## src/rtl/mem_subword_ctrl_if.sv

```systemverilog
//------------------------------------------------------------------------------
// mem_subword_ctrl_if
// CPU-side and memory-side bus bundle for the sub-word memory sequencer.
// Rev 1.0
//------------------------------------------------------------------------------
`default_nettype none

interface mem_subword_ctrl_if;
    logic        cpu_req;
    logic        cpu_we;
    logic [1:0]  cpu_size;
    logic        cpu_signed;
    logic [31:0] cpu_addr;
    logic [31:0] cpu_wdata;
    logic [31:0] cpu_rdata;
    logic        cpu_done;
    logic        cpu_err;
    logic        busy;
    logic        mem_req;
    logic        mem_we;
    logic [31:0] mem_addr;
    logic [31:0] mem_wdata;
    logic [31:0] mem_rdata;
    logic        mem_ack;

    // Environment side: drives CPU requests and memory responses.
    modport master (
        output cpu_req, cpu_we, cpu_size, cpu_signed, cpu_addr, cpu_wdata,
        input  cpu_rdata, cpu_done, cpu_err, busy,
        input  mem_req, mem_we, mem_addr, mem_wdata,
        output mem_rdata, mem_ack
    );

    // Controller side.
    modport slave (
        input  cpu_req, cpu_we, cpu_size, cpu_signed, cpu_addr, cpu_wdata,
        output cpu_rdata, cpu_done, cpu_err, busy,
        output mem_req, mem_we, mem_addr, mem_wdata,
        input  mem_rdata, mem_ack
    );
endinterface

`default_nettype wire

```

## src/rtl/mem_subword_ctrl.sv

```systemverilog
//------------------------------------------------------------------------------
// mem_subword_ctrl
// Byte/half/word load-store sequencer over a word-wide memory (RMW for sub-word stores).
// Rev 1.0
//------------------------------------------------------------------------------
`default_nettype none

module mem_subword_ctrl #(
    parameter int unsigned TIMEOUT = 255
) (
    input  logic             clk,
    input  logic             rst,
    mem_subword_ctrl_if.slave bus
);

    typedef enum logic [2:0] {
        S_IDLE  = 3'd0,
        S_RD    = 3'd1,
        S_MERGE = 3'd2,
        S_WR    = 3'd3,
        S_FIN   = 3'd4,
        S_ERR   = 3'd5
    } state_e;

    state_e      state_q, state_d;
    logic        we_q, we_d;
    logic [1:0]  size_q, size_d;
    logic        sgn_q, sgn_d;
    logic [1:0]  lane_q, lane_d;
    logic [15:0] wdata_q, wdata_d;
    logic [31:0] word_q, word_d;
    logic [7:0]  cnt_q, cnt_d;
    logic [31:0] rdata_q, rdata_d;
    logic        done_q, done_d;
    logic        err_q, err_d;
    logic        busy_q, busy_d;
    logic        mreq_q, mreq_d;
    logic        mwe_q, mwe_d;
    logic [31:0] maddr_q, maddr_d;
    logic [31:0] mwdata_q, mwdata_d;
    logic [8:0]  cnt_inc;

    function automatic logic f_misaligned(input logic [1:0] sz, input logic [1:0] a);
        f_misaligned = (sz == 2'b11) || ((sz == 2'b01) && a[0]) || ((sz == 2'b10) && (a != 2'b00));
    endfunction

    function automatic logic [31:0] f_extend(input logic [31:0] w, input logic [1:0] sz,
                                             input logic sg, input logic [1:0] a);
        logic [7:0]  b;
        logic [15:0] h;
        b = w[{a, 3'b000} +: 8];
        h = a[1] ? w[31:16] : w[15:0];
        case (sz)
            2'b00:   f_extend = {{24{sg & b[7]}}, b};
            2'b01:   f_extend = {{16{sg & h[15]}}, h};
            default: f_extend = w;
        endcase
    endfunction

    function automatic logic [31:0] f_merge(input logic [31:0] w, input logic [15:0] d,
                                            input logic [1:0] sz, input logic [1:0] a);
        f_merge = w;
        if (sz == 2'b00) begin
            f_merge[{a, 3'b000} +: 8] = d[7:0];
        end else if (a[1]) begin
            f_merge[31:16] = d;
        end else begin
            f_merge[15:0] = d;
        end
    endfunction

    assign cnt_inc = {1'b0, cnt_q} + 9'd1;

    always_ff @(posedge clk) begin
        if (!rst) begin
            state_q  <= S_IDLE;
            we_q     <= 1'b0;
            size_q   <= 2'b00;
            sgn_q    <= 1'b0;
            lane_q   <= 2'b00;
            wdata_q  <= '0;
            word_q   <= '0;
            cnt_q    <= '0;
            rdata_q  <= '0;
            done_q   <= 1'b0;
            err_q    <= 1'b0;
            busy_q   <= 1'b0;
            mreq_q   <= 1'b0;
            mwe_q    <= 1'b0;
            maddr_q  <= '0;
            mwdata_q <= '0;
        end else begin
            state_q  <= state_d;
            we_q     <= we_d;
            size_q   <= size_d;
            sgn_q    <= sgn_d;
            lane_q   <= lane_d;
            wdata_q  <= wdata_d;
            word_q   <= word_d;
            cnt_q    <= cnt_d;
            rdata_q  <= rdata_d;
            done_q   <= done_d;
            err_q    <= err_d;
            busy_q   <= busy_d;
            mreq_q   <= mreq_d;
            mwe_q    <= mwe_d;
            maddr_q  <= maddr_d;
            mwdata_q <= mwdata_d;
        end
    end

    // Outputs are computed alongside the next state so every port is a flop.
    always_comb begin
        state_d  = state_q;
        we_d     = we_q;
        size_d   = size_q;
        sgn_d    = sgn_q;
        lane_d   = lane_q;
        wdata_d  = wdata_q;
        word_d   = word_q;
        cnt_d    = cnt_q;
        rdata_d  = rdata_q;
        done_d   = 1'b0;
        err_d    = 1'b0;
        mreq_d   = mreq_q;
        mwe_d    = mwe_q;
        maddr_d  = maddr_q;
        mwdata_d = mwdata_q;

        case (state_q)
            S_IDLE: begin
                if (bus.cpu_req) begin
                    we_d    = bus.cpu_we;
                    size_d  = bus.cpu_size;
                    sgn_d   = bus.cpu_signed;
                    lane_d  = bus.cpu_addr[1:0];
                    wdata_d = bus.cpu_wdata[15:0];
                    cnt_d   = '0;
                    if (f_misaligned(bus.cpu_size, bus.cpu_addr[1:0])) begin
                        state_d = S_ERR;
                        done_d  = 1'b1;
                        err_d   = 1'b1;
                    end else begin
                        mreq_d  = 1'b1;
                        maddr_d = {bus.cpu_addr[31:2], 2'b00};
                        if (bus.cpu_we && (bus.cpu_size == 2'b10)) begin
                            state_d  = S_WR;
                            mwe_d    = 1'b1;
                            mwdata_d = bus.cpu_wdata;
                        end else begin
                            state_d = S_RD;
                            mwe_d   = 1'b0;
                        end
                    end
                end
            end
            S_RD, S_WR: begin
                if (bus.mem_ack) begin
                    mreq_d = 1'b0;
                    mwe_d  = 1'b0;
                    if ((state_q == S_RD) && we_q) begin
                        state_d = S_MERGE;
                        word_d  = bus.mem_rdata;
                    end else begin
                        state_d = S_FIN;
                        done_d  = 1'b1;
                        if (state_q == S_RD) begin
                            rdata_d = f_extend(bus.mem_rdata, size_q, sgn_q, lane_q);
                        end
                    end
                end else if (cnt_inc == 9'(TIMEOUT)) begin
                    state_d = S_ERR;
                    mreq_d  = 1'b0;
                    mwe_d   = 1'b0;
                    done_d  = 1'b1;
                    err_d   = 1'b1;
                end else begin
                    cnt_d = cnt_inc[7:0];
                end
            end
            S_MERGE: begin
                state_d  = S_WR;
                mreq_d   = 1'b1;
                mwe_d    = 1'b1;
                mwdata_d = f_merge(word_q, wdata_q, size_q, lane_q);
                cnt_d    = '0;
            end
            default: begin
                state_d = S_IDLE;
            end
        endcase

        busy_d = (state_d != S_IDLE);
    end

    assign bus.cpu_rdata = rdata_q;
    assign bus.cpu_done  = done_q;
    assign bus.cpu_err   = err_q;
    assign bus.busy      = busy_q;
    assign bus.mem_req   = mreq_q;
    assign bus.mem_we    = mwe_q;
    assign bus.mem_addr  = maddr_q;
    assign bus.mem_wdata = mwdata_q;

endmodule

`default_nettype wire
```

## src/flat_wrapper.sv

```systemverilog
// flat-port wrapper written by rule: the top's interface ports become plain ports
module mem_subword_ctrl_flat 
#(
    parameter int unsigned TIMEOUT = 255
)
  (clk, rst, bus_cpu_req, bus_cpu_we, bus_cpu_size, bus_cpu_signed, bus_cpu_addr, bus_cpu_wdata, bus_cpu_rdata, bus_cpu_done, bus_cpu_err, bus_busy, bus_mem_req, bus_mem_we, bus_mem_addr, bus_mem_wdata, bus_mem_rdata, bus_mem_ack);
  mem_subword_ctrl_if bus_i ();
  input  logic clk;
  input  logic rst;
  input wire logic [$bits(bus_i.cpu_req)-1:0] bus_cpu_req;
  input wire logic [$bits(bus_i.cpu_we)-1:0] bus_cpu_we;
  input wire logic [$bits(bus_i.cpu_size)-1:0] bus_cpu_size;
  input wire logic [$bits(bus_i.cpu_signed)-1:0] bus_cpu_signed;
  input wire logic [$bits(bus_i.cpu_addr)-1:0] bus_cpu_addr;
  input wire logic [$bits(bus_i.cpu_wdata)-1:0] bus_cpu_wdata;
  output wire logic [$bits(bus_i.cpu_rdata)-1:0] bus_cpu_rdata;
  output wire logic [$bits(bus_i.cpu_done)-1:0] bus_cpu_done;
  output wire logic [$bits(bus_i.cpu_err)-1:0] bus_cpu_err;
  output wire logic [$bits(bus_i.busy)-1:0] bus_busy;
  output wire logic [$bits(bus_i.mem_req)-1:0] bus_mem_req;
  output wire logic [$bits(bus_i.mem_we)-1:0] bus_mem_we;
  output wire logic [$bits(bus_i.mem_addr)-1:0] bus_mem_addr;
  output wire logic [$bits(bus_i.mem_wdata)-1:0] bus_mem_wdata;
  input wire logic [$bits(bus_i.mem_rdata)-1:0] bus_mem_rdata;
  input wire logic [$bits(bus_i.mem_ack)-1:0] bus_mem_ack;
  assign bus_i.cpu_req = bus_cpu_req;
  assign bus_i.cpu_we = bus_cpu_we;
  assign bus_i.cpu_size = bus_cpu_size;
  assign bus_i.cpu_signed = bus_cpu_signed;
  assign bus_i.cpu_addr = bus_cpu_addr;
  assign bus_i.cpu_wdata = bus_cpu_wdata;
  assign bus_cpu_rdata = bus_i.cpu_rdata;
  assign bus_cpu_done = bus_i.cpu_done;
  assign bus_cpu_err = bus_i.cpu_err;
  assign bus_busy = bus_i.busy;
  assign bus_mem_req = bus_i.mem_req;
  assign bus_mem_we = bus_i.mem_we;
  assign bus_mem_addr = bus_i.mem_addr;
  assign bus_mem_wdata = bus_i.mem_wdata;
  assign bus_i.mem_rdata = bus_mem_rdata;
  assign bus_i.mem_ack = bus_mem_ack;
  mem_subword_ctrl #(.TIMEOUT(TIMEOUT)) u_core (.clk(clk), .rst(rst), .bus(bus_i));
endmodule
```

## config.mk

```make
export PLATFORM = sky130hd
export DESIGN_NAME = mem_subword_ctrl_flat
export DESIGN_NICKNAME = d
export VERILOG_FILES = /design/src/rtl/mem_subword_ctrl_if.sv /design/src/rtl/mem_subword_ctrl.sv /design/src/flat_wrapper.sv
export SDC_FILE = /design/constraint.sdc
export NUM_CORES = 1
export LEC_CHECK = 0
export CAP_MARGIN = 40
export CORE_UTILIZATION = 48
export DETAILED_ROUTE_END_ITERATION = 8
export PLACE_DENSITY = 0.8
export SYNTH_ARGS = -nofsm -noshare
export SYNTH_HDL_FRONTEND = slang
export SYNTH_SLANG_ARGS = --single-unit
```

## constraint.sdc

```tcl
create_clock -name clk -period 3.1 [get_ports clk]
set_clock_uncertainty 0.2 [all_clocks]
set_input_delay 0.93 -clock clk [delete_from_list [all_inputs] [get_ports clk]]
set_output_delay 0.93 -clock clk [all_outputs]
set_load 0.005 [all_outputs]
```

After elaboration in Yosys (flattened, before gate mapping):

Cells that the tools add are included.

* flip-flop bits (word level): 164

* bitwise gates (word level): 4
* shift-type cells: 3
* $add $sub $neg: 2
* reductions and logical operators: 20
* equal/unequal tests: 14
* multiplexer cells: 38

Operators by type and width (number)
* 32-bit two-way mux: 4
* 32-bit case mux with 2 select lines: 2
* 16-bit two-way mux: 3
* 32-bit bitwise mux: 1
* 8-bit by 7-bit variable shift with 32-bit output (first input constant): 1
* 32-bit by 6-bit indexed part select with 8-bit output: 1
* 8-bit by 7-bit indexed part select with 32-bit output: 1
* 8-bit two-way mux: 3
* 8-bit case mux with 3 select lines: 1
* 4-bit AND reduction: 4
* 3-bit two-way mux: 5
* 1-bit two-way mux: 13
* 8-bit by 1-bit adder with 9-bit output (second input constant): 1
* 9-bit by 8-bit == test with 1-bit output (second input constant): 1
* 3-bit case mux with 3 select lines: 1
* 2-bit != test (second input constant): 4
* 5-bit negation with 7-bit output: 1
* 3-bit by 2-bit == test with 1-bit output (second input constant): 2
* 1-bit case mux with 3 select lines: 2
* 3-bit AND reduction: 2
* 3-bit nonzero test: 2
* 2-bit by 1-bit == test with 1-bit output (second input constant): 2
* 2-bit == test (second input constant): 2
* 1-bit logical AND: 4
* 13 further kinds: 18

Longest topological paths before layout:

* depth in word-level cells: 8
* depth in mapped cells: 10
* depth with buffers taken out: 7

Least setup slack after synthesis:

OpenSTA, ideal clock, no wires.

* path kind: input to register
* start: input port bus_mem_rdata[31]
* end: register u_core.rdata_q[20] (netlist: u_core.bus.cpu_rdata[20])
* stages on the path: 6
* slack: 511 ps
* data arrival time: 2267 ps
* buffers on the path: 1
* cell sequence: mux4_2 nor2b_1 o21a_1 nor2_1 buf_2 a21oi_1

* cells in the longest elaborated chain, start to end: 3

Ends and longest elaborated chain
* from (decl): line flat_wrapper.sv:24 `input wire logic [$bits(bus_i.mem_rdata)-1:0] bus_mem_rdata;`
* 32-bit by 6-bit indexed part select with 8-bit output / 16-bit two-way mux (equally long branches): line mem_subword_ctrl.sv:51, mem_subword_ctrl.sv:52
* 1-bit bitwise AND (on tied branches): line mem_subword_ctrl.sv:54, mem_subword_ctrl.sv:55
* 32-bit case mux with 2 select lines *: line mem_subword_ctrl.sv:53 `case (sz)`
* to (signal assigned): line mem_subword_ctrl.sv:101 `rdata_q <= rdata_d;`
* to (decl): line mem_subword_ctrl.sv:33 `logic [31:0] rdata_q, rdata_d;`

Mark *: on every way between the ends. The rest lies on a longest branch, timed or not.
A chain may end at the register's enable or synchronous reset.

Worst setup path in the final report:

* start: input port bus_cpu_size[0]
* end: register u_core.mwdata_q[11] (netlist: u_core.bus.mem_wdata[11])

* cells in the longest elaborated chain, start to end: 6

Ends and longest elaborated chain
* from (decl): line flat_wrapper.sv:12 `input wire logic [$bits(bus_i.cpu_size)-1:0] bus_cpu_size;`
* 2-bit by 1-bit == test with 1-bit output: line mem_subword_ctrl.sv:44 `f_misaligned = (sz == 2'b11) || ((sz == 2'b01) && a[0]) || ((sz == 2'b10) && (a != 2'b00));`
* 1-bit logical AND: line mem_subword_ctrl.sv:44
* 1-bit logical OR (2 in a row): line mem_subword_ctrl.sv:44
* 2-bit != test (no source line)
* 4-bit AND reduction (no source line) *
* to (signal assigned): line mem_subword_ctrl.sv:108 `mwdata_q <= mwdata_d;`
* to (decl): line mem_subword_ctrl.sv:40 `logic [31:0] mwdata_q, mwdata_d;`

Marked as above.

==> impl_metrics.csv <==
group,metric,value,unit
synthesis,count_of_flip_flops_with_a_built_in_enable_after_synthesis,0,
layout,area_growth_syn_to_layout,39.80,%
synthesis,synth.top_cells.by_area,"dfxtp_1 45%, nand2_1 12%, a21oi_1 9.1%",
route,totalWireLength,22910,µm
die,core-area,14700,µm²
global_route,maximum_number_of_pins_on_one_net_before_global_route_repair,92,
synthesis,avgSynthCellArea,8.005,µm²
synthesis,synth.top_cell.area_share,44.92,%
synthesis,synthCells,913,
route,number_of_drc_violations_after_detailed_routing_iteration_0,756,
global_route,antenna_found_initial,0,
timing,unrepaired_setup_endpoints_after_global_routing,"no",
synthesis,ys_dominant_reg_cell,"dfxtp_1",
run_status,failed_checks,"design-rule violations",
placed_design,place.gp.congestion,0.8986,
clock_tree,clock_path_buffers,2,
clock_tree,worstSkewPairLatency,0.43,ns
hold_path,worst_hold_path_type,"register to register",
critical_path,criticalPathCategory,"input pin to register",
hold_path,hold_path_startpoint,"u_core.bus.mem_addr[6]",
global_route,gr-total-overflow,0,
synthesis,sequential_to_total_area_share_from_yosys_stat,44.92,%
route,detail_route.drc_violations,10,
synthesis,synth_area,7308,µm²
placed_design,place_inst,1259,
critical_path,cp-endpoint,"u_core.bus.mem_wdata[11]",
synthesis,synth.largest_area_cell,"dfxtp_1",
critical_path,cp_max_fo,11,
die,dieWidth,125.4,µm
timing,final-max-slew-violation-count,0,
layout,mostFrequentLayoutCells,"229 x nand2_1, 202 x clkdlybuf4s50_1, 164 x dfxtp_1",
critical_path,critPathArrivalTime,2.82,ns
global_route,first_pass_grt_wire_length,36830,µm
timing,final-setup-viol-count,0,
clock_tree,clkSlewWorstSetupHoldPaths,0.07,ns
layout,insertedDiodeCount,0,
critical_path,path_cells,"clkdlybuf4s50_1, nor3_1, o21ai_2, o31ai_4, buf_4, and2_1, a22o_1",
placed_design,dpl_cell_area,9588,µm²
synthesis,ys_types,54,
clock_tree,cts-hold-fix-buffers,0,
power,leakage,3.654,nW
run_status,outcome,"finished with violations",
timing,worst-slew-pin-transition,0.6715,ns
job,timing.max_cap.violations,0,
route,detail-route-antenna-nets,0,
layout,final_nets,1205,
placed_design,port_buffers,202,
clock_tree,tritoncts,"done",
global_route,vias_in_the_first_global_route,6985,
clock_tree,postCtsSetupBuffers,0,
layout,drive_gt1_share,6.775,%
critical_path,end_kind,"register",
power,power-per-cell-area,525.8,nW/µm²
critical_path,crit_path_start,"bus_cpu_size[0]",
timing,finalCriticalPeriod,2.647,ns
synthesis,asyncSetResetFlopFracSynth,0,%
global_route,track_usage,29.56,%
critical_path,rrSetupSlack,0.77,ns
route,dr_total_vias,7489,
layout,final_cell_area,10220,µm²
timing,final.hold.worst_slack,0.2555,ns
layout,layout.filler_cells,1188,
power,vdd.ir_drop.worst,376.1,µV
die,die_y,125.4,µm
critical_path,regToRegEndpoint,"u_core.bus.mem_wdata[6]",
synthesis,yosys_warnings,0,
timing,final_min_period_over_clock_period,85.39,%
timing,relSlewSlack,55.07,%
route,detailedRoute.firstPassIterationCount,7,
layout,mostFrequentLayoutCell,"nand2_1",
clock_tree,clock_sinks,164,
clock_tree,cts_inserted_buffers,17,
critical_path,r2r-start,"u_core.lane_q[1]",
synthesis,number_of_synthesized_register_bits,164,
layout,final_core_util,69.51,%
power,clock_power_share,42.0,%
critical_path,timing.critical_path.slowest_stage_cell,"clkdlybuf4s50_1",
clock_tree,cts_max_level,4,
power,p_sw_share,26.83,%
power,net-switching-power,1.442,mW
timing,setup_ws,0.4528,ns
power,p_int,3.930,mW
power,sequentialPowerShare,42.6,%
critical_path,cp.required,3.27,ns
layout,finalNonFillerCells,1291,
die,floorplan.initialDensity,49.72,%
critical_path,worstSetupStartpointType,"input pin",
timing,timing.fmax,377.8,MHz
die,top_level_pins,205,
critical_path,cpPeakStageDelay,0.44,ns
placed_design,placement.setup.worst_slack,0.02606,ns
die,die-area,15720,µm²
placed_design,hpwl,15940,µm
clock_tree,clk_root_buffer_cell,"clkbuf_16",
critical_path,r2r.worst_path.cells,8,
timing,finalHoldViolCount,0,
die,cell_rows,44,
route,wl_per_cell,17.74,µm
route,via_per_inst,5.801,
power,part_of_the_power_in_combinational_logic,15.4,%
clock_tree,post_cts_resized,0,
metrics by stage:
step	total power [mW]	setup TNS, ns
CTS	5.380	0
floorplan	2.701	0
finish	5.372	0
detailed placement	3.145	0
global placement	3.133	-0.6281
global route	5.555	0
power groups by stage:
stage               Clock [mW]  Sequential [mW]  Combinational (mW)
floorplan                    0             2.31               0.388
detailed placement           0             2.33               0.813
global placement             0             2.33               0.803
finish                    2.26             2.29               0.826
global route              2.36             2.30               0.897
CTS                       2.27             2.29               0.819
flip-flops by register name, summed over array words and instances (netlist names):
| signal | flops |
|---|---|
| u_core.we_q | 1 |
| u_core.bus.busy | 1 |
| u_core.bus.cpu_err | 1 |
| u_core.bus.mem_we | 1 |
| u_core.bus.mem_wdata | 32 |
| u_core.word_q | 32 |
| u_core.sgn_q | 1 |
| u_core.bus.cpu_done | 1 |
| u_core.bus.mem_addr | 30 |
| u_core.state_q | 3 |
| u_core.size_q | 2 |
| u_core.wdata_q | 16 |
| u_core.bus.mem_req | 1 |
| u_core.cnt_q | 8 |
| u_core.lane_q | 2 |
| u_core.bus.cpu_rdata | 32 |
how the worst min path moves through the flow:
stage	endpoint	slack (ns)	depth (start not counted)
global route	u_core.bus.mem_addr[18]	0.27	2
CTS	u_core.bus.mem_addr[10]	0.26	2
detailed placement	u_core.bus.mem_addr[10]	0.25	2
finish	u_core.bus.mem_addr[6]	0.26	2
floorplan	u_core.word_q[26]	0.24	2
global placement	u_core.bus.mem_addr[4]	0.24	2
area by class of cell:
| type | instances | area [µm²] | area share, % |
|---|---|---|---|
| multi-input cells | 669 | 3721 | 36.42 |
| inverters | 7 | 26.28 | 0.2572 |
| repair buffers | 235 | 2327 | 22.78 |
| well taps | 184 | 230.2 | 2.253 |
| flip-flops and latches | 164 | 3283 | 32.13 |
| clock inverters | 14 | 190.2 | 1.861 |
| clock buffers | 18 | 439.2 | 4.298 |
layer usage:
layer / GRT usage [%] / vias to the layer above / part of all wire [%]
li1: - / 3623 / -
met1: 40.02 / 3480 / 45
met2: 45.71 / 353 / 44
met3: 8.087 / 33 / 9.6
met4: 9.182 / 0 / 1.6
met5: 0 / - / 0
synthesized netlist by cell type (all sizes together) (3+ instances only):
library cell and count:
mux2i 13, o31ai 5, nor2b 19, o22ai 6, nand2 229, a21oi 133
buf 11, dfxtp 164, clkbuf 63, o2bb2ai 22, a221oi 24, a221o 15
o211ai 5, o221ai 6, a22o 18, nor2 43, and2 3, and4 3
nor3 15, o311ai 4, a31oi 11, nand2b 4, inv 7, nand3 7
ha 7, o21ai 45
worst max-delay path: cells and delay by family:
kind | cells | cell delay [ns]
AOI/OAI and AO/OA | 3 | 0.54
buffers and inverters | 2 | 0.66
and+or+nand+nor | 2 | 0.69
logic make-up after synthesis:
family | Yosys count | synth area share (%)
AO/OA/AOI/OAI | 311 | 27.80
XOR/XNOR | 1 | 0.1199
other | 1 | 0.05131
buffers and inverters | 81 | 4.400
multiplexers | 14 | 2.089
AND/OR/NAND/NOR | 334 | 19.41
flip-flops | 164 | 44.92
adder cells (fa/ha/maj) | 7 | 1.198
Power figures use the tool's default switching activity.
